File: src/rtl/mem_stage_if.sv
// Byte-serial memory port used by mem_stage.
//   master (the pipeline stage): drives mem_req, mem_we, mem_a, mem_wdata;
//                                samples mem_rdata, mem_ready.
//   slave  (memory / bus side):  the mirror image.
// mem_rdata is valid in the cycle mem_ready is high. mem_ready is ignored
// while mem_req is low.
interface mem_stage_if #(
    parameter int ADDR_W = 32
);
    logic              mem_req;
    logic              mem_we;
    logic [ADDR_W-1:0] mem_a;
    logic [7:0]        mem_wdata;
    logic [7:0]        mem_rdata;
    logic              mem_ready;

    modport master (
        output mem_req, mem_we, mem_a, mem_wdata,
        input  mem_rdata, mem_ready
    );

    modport slave (
        input  mem_req, mem_we, mem_a, mem_wdata,
        output mem_rdata, mem_ready
    );
endinterface

File: src/rtl/mem_stage.sv
// mem_stage: memory-access pipeline stage between EX/MEM and MEM/WB.
//   Non-memory results pass straight through. Loads and stores run as
//   little-endian byte-serial transactions on an 8-bit port (mem_stage_if),
//   stalling the upstream pipeline until the access completes. Load data is
//   sign- or zero-extended by access type.
// Ports:
//   clk, rst          clock, synchronous active-high reset
//   rd_data_i/addr_i/enable_i   ALU result and writeback control from EX/MEM
//   load_enable, store_enable, mem_addr, store_data, load_store_type
//                     memory operation request from EX/MEM
//   rd_data_o/addr_o/enable_o   result to MEM/WB
//   stall_req         freezes PC, IF/ID, ID/EX, EX/MEM while high
//   mem               byte memory port (master side)
//   misalign_o        only when MEM_MISALIGN_CHECK_EN is defined: pulses in
//                     the DONE cycle of a rejected misaligned H/W access
// Optional feature macro: MEM_MISALIGN_CHECK_EN
module mem_stage #(
    parameter int ADDR_W = 32,
    parameter int DATA_W = 32
) (
    input  logic              clk,
    input  logic              rst,
    input  logic [DATA_W-1:0] rd_data_i,
    input  logic [4:0]        rd_addr_i,
    input  logic              rd_enable_i,
    input  logic              load_enable,
    input  logic              store_enable,
    input  logic [ADDR_W-1:0] mem_addr,
    input  logic [DATA_W-1:0] store_data,
    input  logic [3:0]        load_store_type,
    output logic [DATA_W-1:0] rd_data_o,
    output logic [4:0]        rd_addr_o,
    output logic              rd_enable_o,
    output logic              stall_req,
`ifdef MEM_MISALIGN_CHECK_EN
    output logic              misalign_o,
`endif
    mem_stage_if.master       mem
);

    // Access type codes: bit 3 marks the store forms, bits 1:0 the size.
    localparam logic [3:0] EXE_LB  = 4'd0;
    localparam logic [3:0] EXE_LH  = 4'd1;
    localparam logic [3:0] EXE_LW  = 4'd2;
    localparam logic [3:0] EXE_LBU = 4'd4;
    localparam logic [3:0] EXE_LHU = 4'd5;
    localparam logic [3:0] EXE_SB  = 4'd8;
    localparam logic [3:0] EXE_SH  = 4'd9;
    localparam logic [3:0] EXE_SW  = 4'd10;

    localparam logic [1:0] IDLE   = 2'd0;
    localparam logic [1:0] ACCESS = 2'd1;
    localparam logic [1:0] DONE   = 2'd2;

    // Index of the final byte of an access (N-1).
    function automatic logic [1:0] last_cnt(input logic [3:0] t);
        case (t)
            EXE_LH, EXE_LHU, EXE_SH: last_cnt = 2'd1;
            EXE_LW, EXE_SW:          last_cnt = 2'd3;
            default:                 last_cnt = 2'd0;
        endcase
    endfunction

    // Extend the assembled little-endian buffer to register width.
    function automatic logic [DATA_W-1:0] extend(input logic [3:0] t,
                                                 input logic [DATA_W-1:0] d);
        case (t)
            EXE_LB:  extend = {{(DATA_W-8){d[7]}}, d[7:0]};
            EXE_LH:  extend = {{(DATA_W-16){d[15]}}, d[15:0]};
            EXE_LBU: extend = {{(DATA_W-8){1'b0}}, d[7:0]};
            EXE_LHU: extend = {{(DATA_W-16){1'b0}}, d[15:0]};
            default: extend = d;
        endcase
    endfunction

`ifdef MEM_MISALIGN_CHECK_EN
    // Halfwords need addr[0]==0, words need addr[1:0]==0.
    function automatic logic is_misaligned(input logic [3:0] t, input logic [1:0] a);
        case (t)
            EXE_LH, EXE_LHU, EXE_SH: is_misaligned = (a[0] != 1'b0);
            EXE_LW, EXE_SW:          is_misaligned = (a != 2'b00);
            default:                 is_misaligned = 1'b0;
        endcase
    endfunction
`endif

    logic [1:0]        state_r;
    logic [1:0]        cnt_r;
    logic [ADDR_W-1:0] addr_r;
    logic [3:0]        type_r;
    logic [DATA_W-1:0] sdata_r;
    logic [DATA_W-1:0] buf_r;
    logic [4:0]        rd_r;
    logic              rd_en_r;
    logic              store_r;
    logic              misal_r;
    logic              mem_op_s;
    logic              misal_s;

    assign mem_op_s = load_enable | store_enable;

`ifdef MEM_MISALIGN_CHECK_EN
    assign misal_s = is_misaligned(load_store_type, mem_addr[1:0]);
`else
    assign misal_s = 1'b0;
`endif

    // Transaction sequencer: capture in IDLE, walk the bytes in ACCESS.
    always_ff @(posedge clk) begin
        if (rst) begin
            state_r <= IDLE;
            cnt_r   <= 2'd0;
            addr_r  <= '0;
            type_r  <= 4'd0;
            sdata_r <= '0;
            buf_r   <= '0;
            rd_r    <= 5'd0;
            rd_en_r <= 1'b0;
            store_r <= 1'b0;
            misal_r <= 1'b0;
        end else begin
            case (state_r)
                IDLE: begin
                    if (mem_op_s) begin
                        addr_r  <= mem_addr;
                        type_r  <= load_store_type;
                        sdata_r <= store_data;
                        buf_r   <= '0;
                        rd_r    <= rd_addr_i;
                        // A simultaneous store wins and suppresses writeback.
                        rd_en_r <= rd_enable_i & ~store_enable;
                        store_r <= store_enable;
                        cnt_r   <= 2'd0;
                        misal_r <= misal_s;
                        state_r <= misal_s ? DONE : ACCESS;
                    end else begin
                        state_r <= IDLE;
                    end
                end
                ACCESS: begin
                    if (mem.mem_ready) begin
                        if (!store_r) begin
                            buf_r[{cnt_r, 3'b000} +: 8] <= mem.mem_rdata;
                        end else begin
                            buf_r <= buf_r;
                        end
                        cnt_r <= cnt_r + 2'd1;
                        if (cnt_r == last_cnt(type_r)) begin
                            state_r <= DONE;
                        end else begin
                            state_r <= ACCESS;
                        end
                    end else begin
                        state_r <= ACCESS;
                    end
                end
                DONE: begin
                    cnt_r   <= 2'd0;
                    misal_r <= 1'b0;
                    state_r <= IDLE;
                end
                default: begin
                    state_r <= IDLE;
                end
            endcase
        end
    end

    // Memory port decode; the request is held stable while waiting because
    // it is derived purely from registered state.
    always_comb begin
        mem.mem_req   = 1'b0;
        mem.mem_we    = 1'b0;
        mem.mem_a     = '0;
        mem.mem_wdata = 8'd0;
        if (state_r == ACCESS) begin
            mem.mem_req = 1'b1;
            mem.mem_we  = store_r;
            mem.mem_a   = addr_r + {{(ADDR_W-2){1'b0}}, cnt_r};
            if (store_r) begin
                mem.mem_wdata = sdata_r[{cnt_r, 3'b000} +: 8];
            end else begin
                mem.mem_wdata = 8'd0;
            end
        end else begin
            mem.mem_req = 1'b0;
        end
    end

    // Pipeline-facing outputs: pass-through when idle, bubble while busy,
    // load result in DONE.
    always_comb begin
        rd_data_o   = rd_data_i;
        rd_addr_o   = rd_addr_i;
        rd_enable_o = rd_enable_i;
        stall_req   = 1'b0;
`ifdef MEM_MISALIGN_CHECK_EN
        misalign_o  = 1'b0;
`endif
        case (state_r)
            IDLE: begin
                if (mem_op_s) begin
                    stall_req   = 1'b1;
                    rd_enable_o = 1'b0;
                end else begin
                    stall_req   = 1'b0;
                end
            end
            ACCESS: begin
                stall_req   = 1'b1;
                rd_data_o   = '0;
                rd_addr_o   = rd_r;
                rd_enable_o = 1'b0;
            end
            DONE: begin
                rd_addr_o = rd_r;
                if (misal_r) begin
                    rd_data_o   = '0;
                    rd_enable_o = 1'b0;
`ifdef MEM_MISALIGN_CHECK_EN
                    misalign_o  = 1'b1;
`endif
                end else if (store_r) begin
                    rd_data_o   = '0;
                    rd_enable_o = 1'b0;
                end else begin
                    rd_data_o   = extend(type_r, buf_r);
                    rd_enable_o = rd_en_r;
                end
            end
            default: begin
                rd_data_o   = '0;
                rd_addr_o   = 5'd0;
                rd_enable_o = 1'b0;
            end
        endcase
    end

endmodule

File: src/flat_wrapper.sv
// flat-port wrapper written by rule: the top's interface ports become plain ports
module mem_stage_flat 
#(
    parameter int ADDR_W = 32,
    parameter int DATA_W = 32
)
  (clk, rst, rd_data_i, rd_addr_i, rd_enable_i, load_enable, store_enable, mem_addr, store_data, load_store_type, rd_data_o, rd_addr_o, rd_enable_o, stall_req, mem_mem_req, mem_mem_we, mem_mem_a, mem_mem_wdata, mem_mem_rdata, mem_mem_ready);
  mem_stage_if #(.ADDR_W(ADDR_W)) mem_i ();
  input  logic clk;
  input  logic rst;
  input  logic [DATA_W-1:0] rd_data_i;
  input  logic [4:0] rd_addr_i;
  input  logic rd_enable_i;
  input  logic load_enable;
  input  logic store_enable;
  input  logic [ADDR_W-1:0] mem_addr;
  input  logic [DATA_W-1:0] store_data;
  input  logic [3:0] load_store_type;
  output logic [DATA_W-1:0] rd_data_o;
  output logic [4:0] rd_addr_o;
  output logic rd_enable_o;
  output logic stall_req;
  output wire logic [$bits(mem_i.mem_req)-1:0] mem_mem_req;
  output wire logic [$bits(mem_i.mem_we)-1:0] mem_mem_we;
  output wire logic [$bits(mem_i.mem_a)-1:0] mem_mem_a;
  output wire logic [$bits(mem_i.mem_wdata)-1:0] mem_mem_wdata;
  input wire logic [$bits(mem_i.mem_rdata)-1:0] mem_mem_rdata;
  input wire logic [$bits(mem_i.mem_ready)-1:0] mem_mem_ready;
  assign mem_mem_req = mem_i.mem_req;
  assign mem_mem_we = mem_i.mem_we;
  assign mem_mem_a = mem_i.mem_a;
  assign mem_mem_wdata = mem_i.mem_wdata;
  assign mem_i.mem_rdata = mem_mem_rdata;
  assign mem_i.mem_ready = mem_mem_ready;
  mem_stage #(.ADDR_W(ADDR_W), .DATA_W(DATA_W)) u_core (.clk(clk), .rst(rst), .rd_data_i(rd_data_i), .rd_addr_i(rd_addr_i), .rd_enable_i(rd_enable_i), .load_enable(load_enable), .store_enable(store_enable), .mem_addr(mem_addr), .store_data(store_data), .load_store_type(load_store_type), .rd_data_o(rd_data_o), .rd_addr_o(rd_addr_o), .rd_enable_o(rd_enable_o), .stall_req(stall_req), .mem(mem_i));
endmodule
File: config.mk
export PLATFORM = sky130hd
export DESIGN_NAME = mem_stage_flat
export DESIGN_NICKNAME = d
export VERILOG_FILES = /design/src/rtl/mem_stage_if.sv /design/src/rtl/mem_stage.sv /design/src/flat_wrapper.sv
export SDC_FILE = /design/constraint.sdc
export NUM_CORES = 1
export LEC_CHECK = 0
export ABC_AREA = 1
export BUFFER_PORTS_ARGS = -buffer_cell sky130_fd_sc_hd__buf_2
export CAP_MARGIN = 20
export CELL_PAD_IN_SITES_DETAIL_PLACEMENT = 1
export CELL_PAD_IN_SITES_GLOBAL_PLACEMENT = 1
export CORE_ASPECT_RATIO = 0.9
export CORE_UTILIZATION = 37
export DETAILED_ROUTE_END_ITERATION = 8
export PLACE_DENSITY = 0.86
export SETUP_SLACK_MARGIN = 0.3
export SLEW_MARGIN = 20
export SYNTH_ARGS = -nofsm -noshare
export SYNTH_HDL_FRONTEND = slang
export SYNTH_SLANG_ARGS = --single-unit
File: constraint.sdc
create_clock -name clk -period 4.27 [get_ports clk]
set_input_delay 0.6405 -clock clk [delete_from_list [all_inputs] [get_ports clk]]
set_output_delay 0.6405 -clock clk [all_outputs]
set_load 0.02 [all_outputs]
==> impl_metrics.json <==
{
  "chipWidth_um": 140,
  "first_iter_violations": 365,
  "ir_drop_v": 0.000210,
  "place_area_um2": 7470,
  "placedCellCount": 1419,
  "path_class": "register to output pin",
  "max_cap_viol_count": 0,
  "ioPinCount": 200,
  "crit_slowest_cell": "dfxtp_1",
  "nets": 1349,
  "yosys_warnings": 0,
  "cp.arrival_ns": 2.69,
  "cp-end-kind": "output pin",
  "synth-seq-cells": 111,
  "post-route-util": 0.459,
  "cts_resized": 0,
  "fin_area_um2": 7760,
  "fin_cells": 1438,
  "post_cts_buffers": 0,
  "fin_tns_setup_ns": 0,
  "initial_utilization": 0.378,
  "place_congestion": 0.880,
  "dieArea_um2": 17800,
  "power_density_nw_per_um2": 458,
  "overflow": 0,
  "worst_slew_pin_slew_ns": 0.743,
  "leakage_uw": 0.00378,
  "postSynthCellCount": 1053,
  "gr-usage-met1": 0.336,
  "syn_avg_cell_area_um2": 6.06,
  "grtUsageTotal": 0.249,
  "grt_setup_unrepaired": "no",
  "fin_crit_sh": 0.781,
  "ant_nets": 0,
  "setup_viol": 0,
  "ctsHoldBuffers": 0,
  "finalClockSkew_ns": 0.00636,
  "met2_usage": 0.406,
  "post-route-min-period_ns": 3.33,
  "row_count": 45,
  "cp_max_fo": 14,
  "portBuffers": 199,
  "layout-drive-gt1-share": 0.196,
  "crit_top_cell": "nand2_1",
  "remaining_drc_errors": 0,
  "dpl.hpwl_mm": 16.5,
  "finalHoldViolCount": 0,
  "antenna_found_initial": 3,
  "hp-class": "register to register",
  "grt_busiest_layer": "met2",
  "coreArea_um2": 16900,
  "clock-root-buffer": "clkbuf_16",
  "viasPerCell": 5.06,
  "slew_headroom": 0.504,
  "nFillCells": 2397,
  "worstPathCellList": "fa_1 > nand2_1 > nor2_1 > nand3_1 > nor2_1 > nand2_1 > nand2_1 > nand2_1 > nor2_1 > buf_2",
  "grt_max_degree": 58,
  "syn_nets": 1183,
  "h-tree-depth": 3,
  "drt_pass1_iterations": 5,
  "slew_viol_final": 0,
  "grt_pass1_vias": 7047,
  "syn-cell-area_um2": 6380,
  "vias": 7277,
  "cts_tree": "yes",
  "area_growth_pct": 21.6,
  "critical_path.startpoint_type": "register",
  "crit_required_ns": 3.63,
  "cpPeakStageDelay_ns": 0.66,
  "clk_latency_ns": 0.36,
  "cts_buffers": 9,
  "grt_pass1_wl_mm": 35.3,
  "drt-wirelength-per-cell_um": 15.2,
  "cts_sinks": 111,
  "outcome": "finished, final reports clean",
  "ys_seq_area_frac": 0.348,
  "cts.path.max_buffers": 2,
  "fmax_mhz": 300,
  "synth_cell_type_count": 33,
  "clk_pin_slew_ns": 0.07,
  "gr-usage-met3": 0.0408,
  "whs_ns": 0.469,
  "routed_wl_mm": 21.8,
  "die_h_um": 127
}
[metal layers]
layer / wire length (um) / vias to the layer above
met3: 1190 / 22
met1: 10300 / 3387
li1: - / 3674
met5: 0 / -
met2: 10000 / 194
met4: 297 / 0
[where the power goes]
group          switching [uW]  internal [uW]
clock                     393            412
sequential                152           1250
combinational             928            424
total                    1470           2080
[path summary, 6_finish.rpt]
kind / start / to / slack [ns] / cells after the start
setup / recovery: u_core.cnt_r[1]$_SDFFE_PP0P_ / mem_mem_a[26] / 0.94 / 10
hold / removal: u_core.type_r[3]$_SDFFE_PP0P_ / u_core.type_r[3]$_SDFFE_PP0P_ / 0.47 / 2
setup reg to reg: u_core.cnt_r[0]$_SDFFE_PP0P_ / u_core.buf_r[10]$_SDFFE_PP0P_ / 1.60 / 11
hold reg to reg: u_core.type_r[3]$_SDFFE_PP0P_ / u_core.type_r[3]$_SDFFE_PP0P_ / 0.47 / 2
[per-stage QoR]
step                      worst slack (ns)  total power [uW]
final                                0.935              3560
after global routing                 0.755              3820
after CTS                            0.937              3580
after detailed placement              1.34              2770
after global placement                1.40              2720
after floorplan                       1.84              2360
[final cells by class]
type / instances / area [um2] / share of cell area
multi-input combinational: 820 / 3660 / 0.472
timing repair buffer: 208 / 1060 / 0.137
antenna: 3 / 7.51 / 0.000968
sequential: 111 / 2220 / 0.286
clock inverter: 5 / 33.8 / 0.00436
clock buffer: 11 / 243 / 0.0313
tap: 211 / 264 / 0.0340
inverter: 69 / 262 / 0.0337
[cell usage after synthesis]
library cell,number,area [um2]
nand2_2,1,6.26
nor2_2,5,31.3
inv_4,1,6.26
nor2_4,3,33.8
o21ai_1,2,10.0
or2_2,1,6.26
nand3_2,1,10.0
a21oi_1,56,280
nor3_1,12,60.1
o21ai_0,116,581
clkbuf_2,2,10.0
xnor2_1,2,17.5
nand3_1,33,165
clkbuf_1,34,128
buf_4,2,15.0
a21oi_4,1,16.3
nand3_4,1,17.5
dfxtp_1,111,2220
nand4_1,1,6.26
buf_1,6,22.5
nor4_4,1,21.3
buf_2,6,30.0
buf_6,3,33.8
nand2_1,264,991
xor2_1,3,26.3
nor2_1,290,1090
inv_1,68,255
o21a_1,1,7.51
ha_1,10,125
nor3b_1,1,7.51
a21o_1,5,37.5
a32o_1,9,90.1
fa_1,1,20.0
[sequential cells by signal, indices dropped and copies added, names as in the netlist]
signal	count
u_core.buf_r	32
u_core.addr_r	32
u_core.state_r	2
u_core.sdata_r	32
u_core.store_r	1
u_core.type_r	4
u_core.rd_r	5
u_core.cnt_r	2
u_core.rd_en_r	1
[cell families (layout without fill, tap and decap cells)]
kind of cell	Yosys count	count (layout)	share of synthesized area
xor+xnor	5	5	0.00687
other cells	0	3	0
compound gates	190	190	0.160
fa+ha+maj	11	11	0.0228
simple gates	614	614	0.383
buf+inv	122	293	0.0785
flops	111	111	0.348
[critical path: cells and delay by family (launching register included)]
| family | cells | cell delay [ns] |
|---|---|---|
| simple gates | 8 | 1.23 |
| buf+inv | 1 | 0.18 |
| fa+ha+maj | 1 | 0.29 |
| flops | 1 | 0.66 |
[cell usage in the layout (no fill, tap or decap), types with 2 or more instances in the layout]
cell type | synthesis | layout
o21ai_1 | 2 | 2
nand3_1 | 33 | 33
dfxtp_1 | 111 | 111
buf_4 | 2 | 9
inv_1 | 68 | 66
nor2_4 | 3 | 4
diode_2 | 0 | 3
clkinvlp_4 | 0 | 2
clkbuf_16 | 0 | 9
clkinv_2 | 0 | 2
ha_1 | 10 | 10
xor2_1 | 3 | 3
a32o_1 | 9 | 9
a21oi_1 | 56 | 56
o21ai_0 | 116 | 116
buf_2 | 6 | 199
nor2_2 | 5 | 4
nor2_1 | 290 | 290
xnor2_1 | 2 | 2
nor3_1 | 12 | 12
a21o_1 | 5 | 5
nand2_1 | 264 | 264
inv_2 | 0 | 2
(Power assumes the default switching activity.)
